<file path="config.mk">
export PLATFORM = sky130hd
export DESIGN_NAME = frv_asi_arb
export DESIGN_NICKNAME = d
export VERILOG_FILES = /design/src/rtl/frv_asi_arb.sv
export SDC_FILE = /design/constraint.sdc
export NUM_CORES = 1
export LEC_CHECK = 0
export BUFFER_PORTS_ARGS = -buffer_cell sky130_fd_sc_hd__buf_2
export CORE_MARGIN = 2
export CORE_UTILIZATION = 30
export CTS_CLUSTER_DIAMETER = 120
export DETAILED_ROUTE_END_ITERATION = 8
export GPL_TIMING_DRIVEN = 0
export SLEW_MARGIN = 10
export SYNTH_ARGS = -nofsm -noshare
export SYNTH_HDL_FRONTEND = slang
export SYNTH_SLANG_ARGS = --single-unit
</file>
<file path="constraint.sdc">
create_clock -name g_clk -period 2.1 [get_ports g_clk]
set_input_delay 0.21 -clock g_clk [delete_from_list [all_inputs] [get_ports g_clk]]
set_output_delay 0.21 -clock g_clk [all_outputs]
set_load 0.1 [all_outputs]
</file>
<file path="src/rtl/frv_asi_arb.sv">
// Two-requester round-robin arbiter/sequencer in front of the shared ASI unit.
// One transaction in flight: grant, hold operands until asi_ready (or timeout), return result.
module frv_asi_arb #(
  parameter int XLEN     = 32,
  parameter int OPW      = 7,
  parameter int MAX_BUSY = 32
) (
  input  logic            g_clk,
  input  logic            g_resetn,
  input  logic [1:0]      req_valid,
  output logic [1:0]      req_ready,
  input  logic [OPW-1:0]  req0_uop,
  input  logic [OPW-1:0]  req1_uop,
  input  logic [XLEN-1:0] req0_rs1,
  input  logic [XLEN-1:0] req0_rs2,
  input  logic [XLEN-1:0] req1_rs1,
  input  logic [XLEN-1:0] req1_rs2,
  input  logic [1:0]      req0_shamt,
  input  logic [1:0]      req1_shamt,
  output logic [1:0]      rsp_valid,
  input  logic [1:0]      rsp_ready,
  output logic [XLEN-1:0] rsp_result,
  output logic            rsp_err,
  input  logic            flush0,
  output logic            asi_valid,
  input  logic            asi_ready,
  output logic            asi_flush,
  output logic [OPW-1:0]  asi_uop,
  output logic [XLEN-1:0] asi_rs1,
  output logic [XLEN-1:0] asi_rs2,
  output logic [1:0]      asi_shamt,
  input  logic [XLEN-1:0] asi_result
);
  localparam int CW = (MAX_BUSY > 1) ? $clog2(MAX_BUSY) : 1;
  localparam logic [CW-1:0] CNT_LAST = CW'(MAX_BUSY - 1);

  typedef enum logic [1:0] {IDLE, BUSY, RESP} state_e;

  typedef struct packed {
    logic [OPW-1:0]  uop;
    logic [XLEN-1:0] rs1;
    logic [XLEN-1:0] rs2;
    logic [1:0]      shamt;
  } op_t;

  state_e          state_q, state_d;
  logic            owner_q, owner_d;
  logic            last_q, last_d;
  logic [CW-1:0]   cnt_q, cnt_d;
  op_t             op_q, op_d;
  logic [XLEN-1:0] res_q, res_d;
  logic            err_q, err_d;

  op_t  [1:0] req_op;
  logic [1:0] elig;
  logic       kill0;

  assign req_op[0] = {req0_uop, req0_rs1, req0_rs2, req0_shamt};
  assign req_op[1] = {req1_uop, req1_rs1, req1_rs2, req1_shamt};

  // A requester-0 request raised together with its own flush is never granted.
  assign elig  = {req_valid[1], req_valid[0] & ~flush0};
  assign kill0 = flush0 & ~owner_q;

  always_comb begin
    state_d   = state_q;
    owner_d   = owner_q;
    last_d    = last_q;
    cnt_d     = cnt_q;
    op_d      = op_q;
    res_d     = res_q;
    err_d     = err_q;
    req_ready = 2'b00;
    asi_valid = 1'b0;
    asi_flush = 1'b0;
    rsp_valid = 2'b00;
    case (state_q)
      IDLE: begin
        if (g_resetn) req_ready = (&elig) ? (last_q ? 2'b01 : 2'b10) : elig;
        if (|req_ready) begin
          owner_d = req_ready[1];
          last_d  = req_ready[1];
          op_d    = req_op[req_ready[1]];
          cnt_d   = '0;
          state_d = BUSY;
        end
      end
      BUSY: begin
        asi_valid = 1'b1;
        // Flush beats both completion and timeout in the same cycle.
        if (kill0) begin
          asi_flush = 1'b1;
          state_d   = IDLE;
        end else if (asi_ready) begin
          res_d   = asi_result;
          err_d   = 1'b0;
          state_d = RESP;
        end else if (cnt_q == CNT_LAST) begin
          asi_flush = 1'b1;
          res_d     = '0;
          err_d     = 1'b1;
          state_d   = RESP;
        end else begin
          cnt_d = cnt_q + 1'b1;
        end
      end
      RESP: begin
        rsp_valid[owner_q] = 1'b1;
        if (kill0 || rsp_ready[owner_q]) state_d = IDLE;
      end
      default: state_d = IDLE;
    endcase
  end

  always_ff @(posedge g_clk or negedge g_resetn) begin
    if (!g_resetn) begin
      state_q <= IDLE;
      owner_q <= 1'b0;
      last_q  <= 1'b1;
      cnt_q   <= '0;
      op_q    <= '0;
      res_q   <= '0;
      err_q   <= 1'b0;
    end else begin
      state_q <= state_d;
      owner_q <= owner_d;
      last_q  <= last_d;
      cnt_q   <= cnt_d;
      op_q    <= op_d;
      res_q   <= res_d;
      err_q   <= err_d;
    end
  end

  assign asi_uop    = op_q.uop;
  assign asi_rs1    = op_q.rs1;
  assign asi_rs2    = op_q.rs2;
  assign asi_shamt  = op_q.shamt;
  assign rsp_result = res_q;
  assign rsp_err    = err_q & (state_q == RESP);

endmodule

</file>
# After elaboration in Yosys (flattened, before gate mapping)
# Index checks and enable logic that the tools add are counted.
[totals] reg_bits=115 inputBits=186 output_inout_bits=112 elab_cells=72
[op_classes] addsub=1 order_cmp=3 n_eq_ne=9 mux=32 n_bitwise=6 n_reduce_logical=11
[op_table] operator="$mux 73" n=2
[op_table] operator="$mux 32" n=2
[op_table] operator="$mux 2" n=11
[op_table] operator="$mux 5" n=4
[op_table] operator="$mux 1" n=10
[op_table] operator="$ne 2x2->1 const B" n=5
[op_table] operator="$pmux 5 s2" n=1
[op_table] operator="$pmux 2 s3" n=1
[op_table] operator="$reduce_and 3->1" n=2
[op_table] operator="$add 5x1->5 const B" n=1
[op_table] operator="$eq 5x5->1 const B" n=1
[op_table] operator="$reduce_and 5->1" n=1
[op_table] operator="$lt 1x2->1 const B" n=2
[op_table] operator="$ne 4x4->1 const B" n=1
[op_table] operator="$reduce_and 2->1" n=2
[op_table] operator="$reduce_bool 2->1" n=2
[op_table] operator="$and 1x1->1" n=3
[op_table] operator="$not 1->1" n=3
[op_table] operator="$eq 2x1->1 const B" n=1
[op_table] operator="$eq 2x2->1 const B" n=1
[op_table] operator="$logic_not 2->1" n=1
[op_table] operator="$reduce_or 2->1" n=1
[op_table] operator="$demux 1 s1" n=1
[op_table] operator="$ge 1x1->1 const B" n=1
[op_table] operator="other kinds (2)" n=2

# Longest topological paths before layout
[logic_depth] word_depth=9 depth_mapped=7 depth_no_buf=7

# Worst setup path before layout
# OpenSTA, ideal clock, no wires.
[synth_path] path_kind="register to output" start="reg state_q[1]" end="out asi_flush" arrival_ns=3.251 t_required_ns=1.890 path_slack_ns=-1.361 path_stages_with_launch=3 path_buffers=0 path_cell_list="dfrtp_1 -> nor2b_4 -> a21boi_0"
[synth_via] elab_chain_cells=2
[synth_rtl] element="start: declaration" line="46" source="state_e state_q, state_d;"
[synth_rtl] element="start signal: assignment" line="125" source="state_q <= state_d;"
[synth_rtl] element="$eq 2x1->1" line="77" source="case (state_q)"
[synth_rtl] element="$mux 1" line="77"
[synth_rtl] element="end: declaration" line="27" source="output logic asi_flush,"
# No other way between the ends.

# Final worst setup path
[layout_path] start="in g_resetn" end="out req_ready[1]"
[layout_via] elab_chain_cells=3
[layout_rtl] element="start: declaration" line="9" source="input logic g_resetn,"
[layout_rtl] element="$mux 2" line="79" source="if (g_resetn) req_ready = (&elig) ? (last_q ? 2'b01 : 2'b10) : elig;"
[layout_rtl] element="$mux 2 (2 in series)" line="77"
[layout_rtl] element="end: declaration" line="11" source="output logic [1:0] req_ready,"
# No other way between the ends. The select of a mux whose other input is x is not followed.

==> summary.md <==
| Metric | Value |
|---|---|
| Fin crit period | `2020 ps` |
| Dpl ws | `-312 ps` |
| Area Growth Syn to Fin | `57.3%` |
| Part of the Yosys area used for sequential elements | `0.578` |
| Most frequent cells in the layout | `buf_2 (313), a21oi_1 (151), dfrtp_1 (114)` |
| Hold path startpoint | `asi_result[3]` |
| I/O pin cnt | `298` |
| DRC | `0` |
| Worst endpoint required time | `1890 ps` |
| Netlist Area Pre-Place | `0.00498 mm2` |
| Mux share of post-synthesis cell area | `0` |
| Layout Nets | `1,070` |
| Max-slew violations | `0` |
| DIE AREA | `0.0176 mm2` |
| Critical-path cell list | `dlygate4sd3_1 -> buf_12 -> buf_16 -> nand3_1 -> or3_1 -> inv_1 -> buf_6` |
| Commonest non-fill, non-tap cell in the layout | `buf_2` |
| Adder-cell share of the synthesized area | `0.00503` |
| Synth Register Bits | `115` |
| Final hold viol count | `0` |
| Cells after Synth | `532` |
| Clock Latency Late Sink | `410 ps` |
| Chip height | `133 um` |
| Clk_skew | `6.28 ps` |
| Via density | `4.60` |
| Final worst slack | `76.0 ps` |
| Hpwl dp | `12,300 um` |
| Initial Util | `0.303` |
| Post-synthesis simple-gate area fraction | `0.150` |
| CTS tree | `done` |
| CP peak stage delay | `570 ps` |
| Syn_area_per_cell | `9.36 um2` |
| Crit Path Max Fanout | `4` |
| First-pass GRT wire length | `26,700 um` |
| Final wirelength | `17,000 um` |
| Combinational family with the most area after synthesis | `compound AO/OA/AOI/OAI gates` |
| Worst Hold Class | `input pin to register` |
| Sink Count | `115` |
| Share of layout cells above drive strength 1 | `0.414` |
| Synth Area in XOR/XNOR | `0` |
| Final worst-path cycle share | `0.964` |
| Drt pass-1 iters | `4` |
| Crit-path slowest cell | `dlygate4sd3_1` |
| Critical path class | `input pin to output pin` |
| Clk root buf | `clkbuf_16` |
| Global placement routability congestion | `0.805` |
| # rows | `47` |
| Slew Limit Headroom | `0.630` |
| Setup crit end kind | `output pin` |
| Ant. Diodes | `0` |
| Post-synthesis cell type count | `29` |
| DRT antenna net count | `0` |
| # setup viols final | `0` |
| Vias | `5,119` |
| Ys Warns | `0` |
| Initial antenna violation count | `1` |
| Largest net degree at the start of global routing | `63` |
| Grt ovf | `0` |
| GRT Overall Usage | `0.195` |
| Maxcap violations | `0` |
| RSZ-0062 raised after global routing | `no` |
| Worst Tran Pin Value | `555 ps` |
| Achievable clock frequency | `494 MHz` |
| Chip Width | `133 um` |
| RR Startpoint | `cnt_q[0]` |
| Syn_nets | `720` |
| Clock Path Buffers | `2` |
| H-tree Lvls | `4` |
| Startpoint class of the critical path | `input pin` |
| Mean routed wirelength per cell | `15.2 um` |
| Core area | `0.0164 mm2` |
| Synth Area in Compound Gates | `0.220` |
| Number of port buffers | `297` |
| DRT iter0 DRCs | `231` |
| Vias in the first global route | `5,117` |
| Status | `finished clean` |
| CTS Buf Count | `17` |
| Critical path arrival | `1810 ps` |
| Clock Pin Slew Worst Setup and Hold Paths | `50 ps` |
| Critical path origin | `g_resetn` |
## Yosys cell counts, drive strengths merged
| library cell | count | area, um2 |
|---|---|---|
| nand4 | 1 | 6.26 |
| nor2b | 2 | 20.0 |
| or3 | 2 | 12.5 |
| nand3b | 1 | 7.51 |
| and3 | 4 | 25.0 |
| nand2b | 4 | 25.0 |
| ha | 2 | 25.0 |
| dfstp | 1 | 26.3 |
| dfrtp | 114 | 2850 |
| nand3 | 7 | 40.0 |
| a21boi | 1 | 7.51 |
| nor3b | 1 | 12.5 |
| inv | 4 | 15.0 |
| nor2 | 78 | 293 |
| o21ai | 7 | 42.5 |
| buf | 30 | 183 |
| and2 | 1 | 7.51 |
| clkbuf | 9 | 33.8 |
| a21oi | 151 | 756 |
| nor3 | 1 | 5.00 |
| nand2 | 78 | 293 |
| a22o | 32 | 280 |
| o21a | 1 | 8.76 |
## layer usage
metal,vias up,share of wire,track usage
met4,0,0.015,0.0615
met2,206,0.50,0.337
met3,19,0.072,0.0628
met1,2371,0.41,0.229
met5,-,0,0
li1,2523,-,-
## through the flow
step | cells | util | area, um2 | TNS [ps] | hold slack [ps]
floorplan | 532 | - | 4990 | 0 | -85.6
global placement | 1049 | 0.411 | 6750 | -207800 | 427
detailed placement | 1050 | 0.413 | 6780 | -15440 | 243
CTS | 1113 | 0.476 | 7800 | 0 | 0.462
global route | 1114 | 0.477 | 7830 | 0 | 1.93
finish | 1114 | 0.477 | 7830 | 0 | 17.9
## final timing paths
check / cells after the start / slack, ps / to
setup reg to reg: 7 / 160 / cnt_q[3]
max in group asynchronous: 5 / 600 / asi_rs1[12]
hold / removal: 2 / 20 / rsp_result[3]
setup / recovery: 7 / 80 / req_ready[1]
min in group asynchronous: 4 / 470 / asi_rs2[13]
hold reg to reg: 2 / 470 / last_q
## timing repair
item / in CTS / in global routing
resized for setup: 9 / 3
hold buffers: 32 / 0
buffers inserted: 0 / 1
setup endpoints to repair: 3 / 3
hold endpoints to repair: 90 / 0
## flip-flops by register name, summed over array words and instances, names as in the netlist
register,cells
asi_rs1,32
asi_rs2,32
rsp_result,32
asi_uop,7
cnt_q,5
asi_shamt,2
state_q,2
err_q,1
last_q,1
owner_q,1
## critical path: cells and delay by family
family	cells	cell delay [ps]
buf+inv	5	1140
simple gates	2	460
## cells by family (layout without fill, tap and decap cells)
group	after synthesis	after routing
AO/OA/AOI/OAI	192	192
flip-flops	115	115
AND/OR/NAND/NOR	180	180
adder cells (fa/ha/maj)	2	2
buffers and inverters	43	405
## area by class of cell
type / count / area, um2
plain buffers: 39 / 216
inverters: 4 / 15.0
well taps: 220 / 275
repair buffers: 331 / 1930
clock inverters: 10 / 156
flip-flops and latches: 115 / 2880
clock buffers: 21 / 460
fillers: 1606 / 8580
multi-input cells: 374 / 1900
Power is not shown: default switching activity piles up to over one toggle a cycle in this logic, so the estimate is an artifact.
